===== config.mk =====
export PLATFORM = sky130hd
export DESIGN_NAME = buffer_drain_flat
export DESIGN_NICKNAME = d
export VERILOG_FILES = /design/src/rtl/ranc_buf_pkg.sv /design/src/rtl/buffer_drain_if.sv /design/src/rtl/buffer_drain_skid.sv /design/src/rtl/buffer_drain.sv /design/src/flat_wrapper.sv
export SDC_FILE = /design/constraint.sdc
export NUM_CORES = 1
export LEC_CHECK = 0
export CAP_MARGIN = 20
export CORE_MARGIN = 1.5
export CORE_UTILIZATION = 45
export DETAILED_ROUTE_END_ITERATION = 12
export GPL_ROUTABILITY_DRIVEN = 0
export GPL_TIMING_DRIVEN = 0
export PLACE_DENSITY_LB_ADDON = 0.05
export SKIP_CTS_REPAIR_TIMING = 1
export SLEW_MARGIN = 20
export SYNTH_ARGS = -nofsm -noshare
export SYNTH_HDL_FRONTEND = slang
export SYNTH_SLANG_ARGS = --single-unit

===== constraint.sdc =====
create_clock -name clk -period 3.6 [get_ports clk]
set_clock_uncertainty 0.1 [all_clocks]
set_input_delay 0.72 -clock clk [delete_from_list [all_inputs] [get_ports clk]]
set_output_delay 0.72 -clock clk [all_outputs]
set_load 0.02 [all_outputs]

===== src/rtl/ranc_buf_pkg.sv =====
// Shared definitions for the packet-buffer FIFOs and their read-side adapters.
package ranc_buf_pkg;

  localparam int BUF_DATA_WIDTH = 32;

  typedef enum logic [1:0] {
    OCC_EMPTY = 2'd0,
    OCC_ONE   = 2'd1,
    OCC_TWO   = 2'd2
  } occ_t;

endpackage


===== src/rtl/buffer_drain_if.sv =====
// FIFO read port plus downstream valid/ready channel of the buffer drain adapter.
interface buffer_drain_if #(
  parameter int DATA_WIDTH = ranc_buf_pkg::BUF_DATA_WIDTH
) ();

  logic                  buf_empty;
  logic [DATA_WIDTH-1:0] buf_dout;
  logic                  buf_read_en;
  logic [DATA_WIDTH-1:0] dout;
  logic                  dout_valid;
  logic                  dout_ready;

  modport master (
    input  buf_empty, buf_dout, dout_ready,
    output buf_read_en, dout, dout_valid
  );

  modport slave (
    output buf_empty, buf_dout, dout_ready,
    input  buf_read_en, dout, dout_valid
  );

endinterface


===== src/rtl/buffer_drain_skid.sv =====
// Two-entry holding stage: head register feeds downstream, skid register absorbs
// one extra word while the head is blocked. Strict FIFO order between the two.
module skid_stage
  import ranc_buf_pkg::*;
#(
  parameter int DATA_WIDTH = BUF_DATA_WIDTH
) (
  input  logic                  clk,
  input  logic                  rst,
  input  logic                  flush,
  input  logic                  in_valid,
  input  logic [DATA_WIDTH-1:0] in_data,
  input  logic                  pop,
  output logic [DATA_WIDTH-1:0] hd,
  output logic                  valid,
  output occ_t                  occ
);

  occ_t                  occ_reg, occ_next;
  logic [DATA_WIDTH-1:0] hd_reg, sk_reg;
  logic                  arrival;
  logic                  load_hd_in, load_hd_sk, load_sk;

  assign arrival = in_valid && !flush;

  always_ff @(posedge clk) begin
    if (rst) begin
      occ_reg <= OCC_EMPTY;
    end else begin
      occ_reg <= occ_next;
    end
  end

  always_comb begin
    occ_next = occ_reg;
    if (flush) begin
      occ_next = OCC_EMPTY;
    end else begin
      case (occ_reg)
        OCC_EMPTY: if (arrival) occ_next = OCC_ONE;
        OCC_ONE: begin
          if (arrival && !pop)      occ_next = OCC_TWO;
          else if (!arrival && pop) occ_next = OCC_EMPTY;
        end
        OCC_TWO: if (pop && !arrival) occ_next = OCC_ONE;
        default: occ_next = OCC_EMPTY;
      endcase
    end
  end

  // Arrival lands in the head only if the head is free after this cycle's pop.
  always_comb begin
    valid      = (occ_reg != OCC_EMPTY);
    load_hd_in = 1'b0;
    load_hd_sk = 1'b0;
    load_sk    = 1'b0;
    case (occ_reg)
      OCC_EMPTY: load_hd_in = arrival;
      OCC_ONE: begin
        load_hd_in = arrival && pop;
        load_sk    = arrival && !pop;
      end
      OCC_TWO: begin
        load_hd_sk = pop;
        load_sk    = pop && arrival;
      end
      default: ;
    endcase
  end

  always_ff @(posedge clk) begin
    if (rst) begin
      hd_reg <= '0;
      sk_reg <= '0;
    end else begin
      if (load_hd_in)      hd_reg <= in_data;
      else if (load_hd_sk) hd_reg <= sk_reg;
      if (load_sk)         sk_reg <= in_data;
    end
  end

  assign hd  = hd_reg;
  assign occ = occ_reg;

endmodule


===== src/rtl/buffer_drain.sv =====
// Read-side adapter: pops a registered-output FIFO and streams words downstream
// on valid/ready at one word per cycle, with flush and a forwarded-packet counter.
module buffer_drain
  import ranc_buf_pkg::*;
#(
  parameter int DATA_WIDTH  = BUF_DATA_WIDTH,
  parameter int COUNT_WIDTH = 16
) (
  input  logic                   clk,
  input  logic                   rst,
  input  logic                   flush,
  buffer_drain_if.master         bus,
  output logic [COUNT_WIDTH-1:0] pkt_count
);

  occ_t                   occ;
  logic                   inflight_reg;
  logic                   pop;
  logic                   head_valid;
  logic [DATA_WIDTH-1:0]  head_data;
  logic [2:0]             demand;
  logic                   read_en;
  logic [COUNT_WIDTH-1:0] pkt_count_reg;

  assign pop = head_valid && bus.dout_ready;

  // Issue a read only if a slot is guaranteed free when the word lands a cycle later.
  always_comb begin
    demand  = {1'b0, occ} + {2'b00, inflight_reg};
    read_en = !bus.buf_empty && !flush && !rst && (demand <= (3'd1 + {2'b00, pop}));
  end

  always_ff @(posedge clk) begin
    if (rst) begin
      inflight_reg <= 1'b0;
    end else begin
      inflight_reg <= read_en;
    end
  end

  always_ff @(posedge clk) begin
    if (rst) begin
      pkt_count_reg <= '0;
    end else if (pop) begin
      pkt_count_reg <= pkt_count_reg + 1'b1;
    end
  end

  skid_stage #(
    .DATA_WIDTH(DATA_WIDTH)
  ) u_skid (
    .clk     (clk),
    .rst     (rst),
    .flush   (flush),
    .in_valid(inflight_reg),
    .in_data (bus.buf_dout),
    .pop     (pop),
    .hd      (head_data),
    .valid   (head_valid),
    .occ     (occ)
  );

  assign bus.buf_read_en = read_en;
  assign bus.dout        = head_data;
  assign bus.dout_valid  = head_valid;
  assign pkt_count       = pkt_count_reg;

endmodule


===== src/flat_wrapper.sv =====
// flat-port wrapper written by rule: the top's interface ports become plain ports
module buffer_drain_flat import ranc_buf_pkg::*;
#(
  parameter int DATA_WIDTH  = BUF_DATA_WIDTH,
  parameter int COUNT_WIDTH = 16
)
  (clk, rst, flush, pkt_count, bus_buf_empty, bus_buf_dout, bus_dout_ready, bus_buf_read_en, bus_dout, bus_dout_valid);
  buffer_drain_if #(.DATA_WIDTH(DATA_WIDTH)) bus_i ();
  input  logic clk;
  input  logic rst;
  input  logic flush;
  output logic [COUNT_WIDTH-1:0] pkt_count;
  input wire logic [$bits(bus_i.buf_empty)-1:0] bus_buf_empty;
  input wire logic [$bits(bus_i.buf_dout)-1:0] bus_buf_dout;
  input wire logic [$bits(bus_i.dout_ready)-1:0] bus_dout_ready;
  output wire logic [$bits(bus_i.buf_read_en)-1:0] bus_buf_read_en;
  output wire logic [$bits(bus_i.dout)-1:0] bus_dout;
  output wire logic [$bits(bus_i.dout_valid)-1:0] bus_dout_valid;
  assign bus_i.buf_empty = bus_buf_empty;
  assign bus_i.buf_dout = bus_buf_dout;
  assign bus_i.dout_ready = bus_dout_ready;
  assign bus_buf_read_en = bus_i.buf_read_en;
  assign bus_dout = bus_i.dout;
  assign bus_dout_valid = bus_i.dout_valid;
  buffer_drain #(.DATA_WIDTH(DATA_WIDTH), .COUNT_WIDTH(COUNT_WIDTH)) u_core (.clk(clk), .rst(rst), .flush(flush), .bus(bus_i), .pkt_count(pkt_count));
endmodule

# Yosys cells after proc, flatten, opt, wreduce, memory -nomap -nowiden

Index checks and enable logic that the tools add are counted.

$add $sub $neg: 3
Order comparisons: 1
Equality and inequality tests: 5
Multiplexer cells: 10
Reductions and logical operators: 18

Operator list:

| cell                                                             | count |
|---|---|
| 32-bit 2-to-1 mux                                                | 2 |
| 16-bit by 1-bit adder with 16-bit output (second input constant) | 1 |
| 1-bit logical AND                                                | 8 |
| 2-bit 2-to-1 mux                                                 | 4 |
| 2-bit one-hot mux with 3 select lines                            | 1 |
| 1-bit logical NOT                                                | 5 |
| 2-bit != test (second input constant)                            | 2 |
| 1-bit one-hot mux with 2 select lines                            | 2 |
| 2-bit nonzero test                                               | 2 |
| 2-bit by 1-bit adder with 3-bit output                           | 1 |
| 3-bit less-or-equal comparator                                   | 1 |
| 3-bit != test (second input constant)                            | 1 |
| 3-bit AND reduction                                              | 1 |
| 1-bit by 1-bit adder with 2-bit output (first input constant)    | 1 |
| 2-bit by 1-bit == test with 1-bit output (second input constant) | 1 |
| 2-bit == test (second input constant)                            | 1 |
| 2-bit logical NOT                                                | 1 |
| 2-bit OR reduction                                               | 1 |
| 1-bit 2-to-1 mux                                                 | 1 |

Flip-flop bits (word level): 83
Bits of input ports: 37
Output and inout port bits: 50
Logic and storage cells: 42

# Logic depth before layout (Yosys ltp)

Gate-level depths: netlist (run 1).

Depth in word-level cells: 7
Gate-level depth with buffers: 8
Mapped depth without buffers: 7

# Modules after synthesis

A second synthesis (run 1) with hierarchy kept.

Cells, all modules: 441
Area, all modules: 3709.8 µm²

By module, submodules not included:

| module       | times used | cells an instance | area each (µm²) | sequential area each (µm²) |
|---|---|---|---|---|
| skid_stage   | 1          | 344               | 2837.7          | 1321.3 |
| buffer_drain | 1          | 97                | 872.1           | 340.3 |

# Least setup slack after synthesis (run 1)

Ideal clock, no wire load.

Kind: input port to output port
From: input bus_dout_ready
To: output bus_buf_read_en
Data arrival time: 2468 ps
Required time: 2780 ps
Setup slack: 312 ps
Stages: 6
Path buffers: 1
Cell sequence: buf_2 > nor2b_1 > fa_1 > nor2_1 > a21oi_1 > nor4_1

Longest elaborated chain between the ends: 4

Ends and longest elaborated chain:

| item                                   | RTL line           | RTL |
|---|---|---|
| start: declaration                     | flat_wrapper.sv:15 | `input wire logic [$bits(bus_i.dout_ready)-1:0] bus_dout_ready;` |
| 1-bit logical AND                      | buffer_drain.sv:25 | `assign pop = head_valid && bus.dout_ready;` |
| via u_core.pop                         | buffer_drain.sv:18 | `logic pop;` |
| 1-bit by 1-bit adder with 2-bit output | buffer_drain.sv:30 | `read_en = !bus.buf_empty && !flush && !rst && (demand <= (3'd1 + {2'b00, pop}));` |
| 3-bit less-or-equal comparator         | buffer_drain.sv:30 |  |
| 1-bit logical AND                      | buffer_drain.sv:30 |  |
| end: declaration                       | flat_wrapper.sv:16 | `output wire logic [$bits(bus_i.buf_read_en)-1:0] bus_buf_read_en;` |

The timed path passes the listed nets, and every way through them passes these cells.

# Final worst setup path (run 1)

From: register u_core.u_skid.occ_reg[0] (netlist: u_core.u_skid.occ[0])
To: output bus_buf_read_en

Longest elaborated chain between the ends: 5
Elaborated cells on any way between the ends: 6
Those cells by class: add/sub (2); order compare (1); reduce/logical (3)

Ends and longest elaborated chain:

| item                                   | RTL line                | RTL |
|---|---|---|
| start: declaration                     | buffer_drain_skid.sv:19 | `occ_t occ_reg, occ_next;` |
| start signal: assignment               | buffer_drain_skid.sv:30 | `occ_reg <= occ_next;` |
| 2-bit nonzero test                     | buffer_drain_skid.sv:53 | `valid = (occ_reg != OCC_EMPTY);` |
| 1-bit logical AND                      | buffer_drain.sv:25      |  |
| via u_core.pop                         | buffer_drain.sv:18      |  |
| 1-bit by 1-bit adder with 2-bit output | buffer_drain.sv:30      |  |
| 3-bit less-or-equal comparator         | buffer_drain.sv:30      |  |
| 1-bit logical AND                      | buffer_drain.sv:30      |  |

The timed path passes the listed nets, and every way through them passes these cells.

==> impl_metrics.py, run 1 <==
metrics = {
    "run_status": {
        "status": "complete, no violations",
    },
    "global_route": {
        "grt-busiest-layer": "met2",
        "grt_pass1_wl_um": 15790,
        "grt_use_total_pct": 22.53,
        "grt_util_met3_pct": 5.340,
        "grt_pass1_vias": 3250,
        "grt_use_met2_pct": 35.79,
        "gr-total-overflow": 0,
        "grt_max_degree": 15,
        "antenna_found_initial": 0,
        "use_met1_pct": 30.38,
    },
    "die": {
        "core_area_um2": 8134,
        "die_x_um": 94.27,
        "fp.dieH_um": 94.27,
        "dieArea_um2": 8887,
        "initial_core_util_pct": 46.09,
        "ios": 87,
        "fp-row-count": 33,
    },
    "setup_path": {
        "path_cells": "inv_1 -> ha_1 -> nor2b_4 -> fa_1 -> o31a_1 -> a21oi_1 -> nor4_1 -> dlymetal6s2s_1",
        "slowest_stage": "fa_1",
        "critical_path_class": "flop to output pin",
        "cpLargestDelayFamily": "adder cells",
        "end_kind": "output pin",
        "path_buf_inv": 2,
        "crit_fanout": 7,
        "crit_cells": 8,
        "start_kind": "flop",
        "cp.arrival_ns": 2.60,
        "r2r_cells": 7,
        "required_ns": 2.78,
        "cp_slowest_stage_delay_ns": 0.46,
    },
    "layout": {
        "final_common_cell": "clkdlybuf4s50_1",
        "area_delta_synth_final_pct": 31.64,
        "drive_gt1_share_pct": 8.897,
        "mostFrequentLayoutCells": "clkdlybuf4s50_1, dfxtp_1, nor2_1, nand3_1",
        "diodes": 0,
        "layout.nets": 559,
    },
    "cts": {
        "clk_pin_slew_ns": 0.09,
        "htreeDepth": 3,
        "cts_buffers": 9,
        "clk_latency_ns": 0.35,
        "clkSinkCount": 83,
        "cts_tree": "done",
        "clock_path_buffers": 2,
        "cts_root_buf": "clkbuf_8",
    },
    "sta": {
        "fmax_ghz": 0.2926,
        "maxSlewHeadroom_pct": 63.15,
        "drv_slew": 0,
        "tightest_slew_ns": 0.5528,
        "grt_setup_unrepaired": "no",
        "timing.setup.tns_ns": 0,
        "finalSetupViolCount": 0,
        "hold_violations": 0,
        "min_period_over_period_pct": 94.93,
        "period_needed_ns": 3.418,
    },
    "worst_hold_path": {
        "holdCritPathClass": "flop to flop",
        "whs_path_depth": 2,
    },
    "route": {
        "drt_iter0_markers": 109,
        "drc": 0,
        "finalWirelength_um": 9647,
        "vias": 3366,
        "drtAntennaViolNets": 0,
        "dr.pass1.iters": 5,
        "routed_via_density": 5.412,
        "wl_per_cell_um": 15.51,
    },
    "synthesis": {
        "yosys.cell_types.count": 41,
        "yosys.area.top_type": "dfxtp_1",
        "synthTopCellsByArea": "dfxtp_1, mux2i_1, a211oi_1, nor2_1, nand3_1",
        "synth_seq_area_share_pct": 44.33,
        "syn_avg_cell_area_um2": 9.011,
        "ys_ff_latch": 83,
        "netlist_area_um2": 3749,
        "yosysWarnings": 0,
        "synth_cells": 416,
        "synth_fp_nets": 463,
        "yosysTopAreaCellShare_pct": 44.33,
    },
    "power_and_ir_drop": {
        "vdd_drop_max_mv": 0.2379,
        "p_leak_nw": 1.968,
        "total_power_mw": 1.773,
        "p_per_area_nw_per_um2": 359.4,
    },
    "placement": {
        "portBuffers": 85,
        "place_hpwl_um": 6716,
    },
    "job": {
        "maxCapViolations": 0,
    },
}
## final cells by class
type / instances / area [um^2]
buffer: 34 / 171.4
multi-input combinational: 292 / 1897
tap: 105 / 131.4
clock inverter: 6 / 65.06
clock buffer: 10 / 127.6
sequential: 83 / 1663
inverter: 7 / 26.28
timing repair buffer: 85 / 853.3
fill: 764 / 3199
## tightest hold or removal path: cells and delay by family (launching register included)
kind	cells	cell delay, ns
AO/OA/AOI/OAI	2	0.12
flip-flops	1	0.31
## path summary, 6_finish.rpt
kind,endpoint,slack [ns],from
worst max-delay path,bus_buf_read_en,0.18,u_core.u_skid.occ[0]
worst min-delay path,u_core.u_skid.sk_reg[8],0.38,u_core.u_skid.sk_reg[8]
worst min register to register,u_core.u_skid.sk_reg[8],0.38,u_core.u_skid.sk_reg[8]
worst max register to register,u_core.inflight_reg,1.34,u_core.u_skid.occ[0]
## synth_stat cells, drive strengths merged
cell	count
dfxtp	83
nor2	52
nand3	37
a21oi	35
mux2i	35
o21ai	35
a211oi	32
buf	19
clkbuf	15
ha	9
nand2	9
inv	7
nor4	7
nand4	6
xnor2	6
xor2	5
nor2b	4
nand2b	3
mux2	2
nand3b	2
a21bo	1
a21boi	1
a21o	1
a311oi	1
and2	1
and3b	1
and4	1
and4b	1
fa	1
nand4b	1
nor3	1
o22a	1
o31a	1
## layer usage
layer	vias up	share of wire [%]
li1	1683	-
met1	1588	48
met2	87	46
met3	8	5.2
met4	0	0.86
met5	-	0
## per-stage QoR
stage	std cells	setup WS, ns	cell area, um^2	util, %	hold slack [ns]
global placement	606	-0.1005	4731	58.16	0.3600
global route	622	0.01585	4935	60.67	0.4069
CTS	622	-0.4123	4923	60.53	0.3781
detailed placement	606	-0.1125	4731	58.16	0.3666
finish	622	0.1824	4935	60.67	0.3809
floorplan	416	0.3118	3749	-	0.3532
## cell families after synthesis
family,synth area share (%)
buffers and inverters,5.273
and+or+nand+nor,17.02
xor gates and xnor gates,2.570
DFF,44.33
adders and majority gates,3.538
AOI/OAI and AO/OA,17.22
muxes,10.05
## where the power goes
part           switching (mW)  leakage, nW  internal [mW]
combinational          0.0814         1.20         0.0795
clock                   0.351       0.0966          0.322
sequential            0.00815        0.671          0.931
total                   0.440         1.97           1.33
Note: power is estimated with default switching activity, not from simulation.
==> run 2, diff against run 1 <==
Settings changed: TNS_END_PERCENT set to 50.
==> results of run 2 <==
Same layout as run 1: the final DEF is identical, and so are final timing and power.
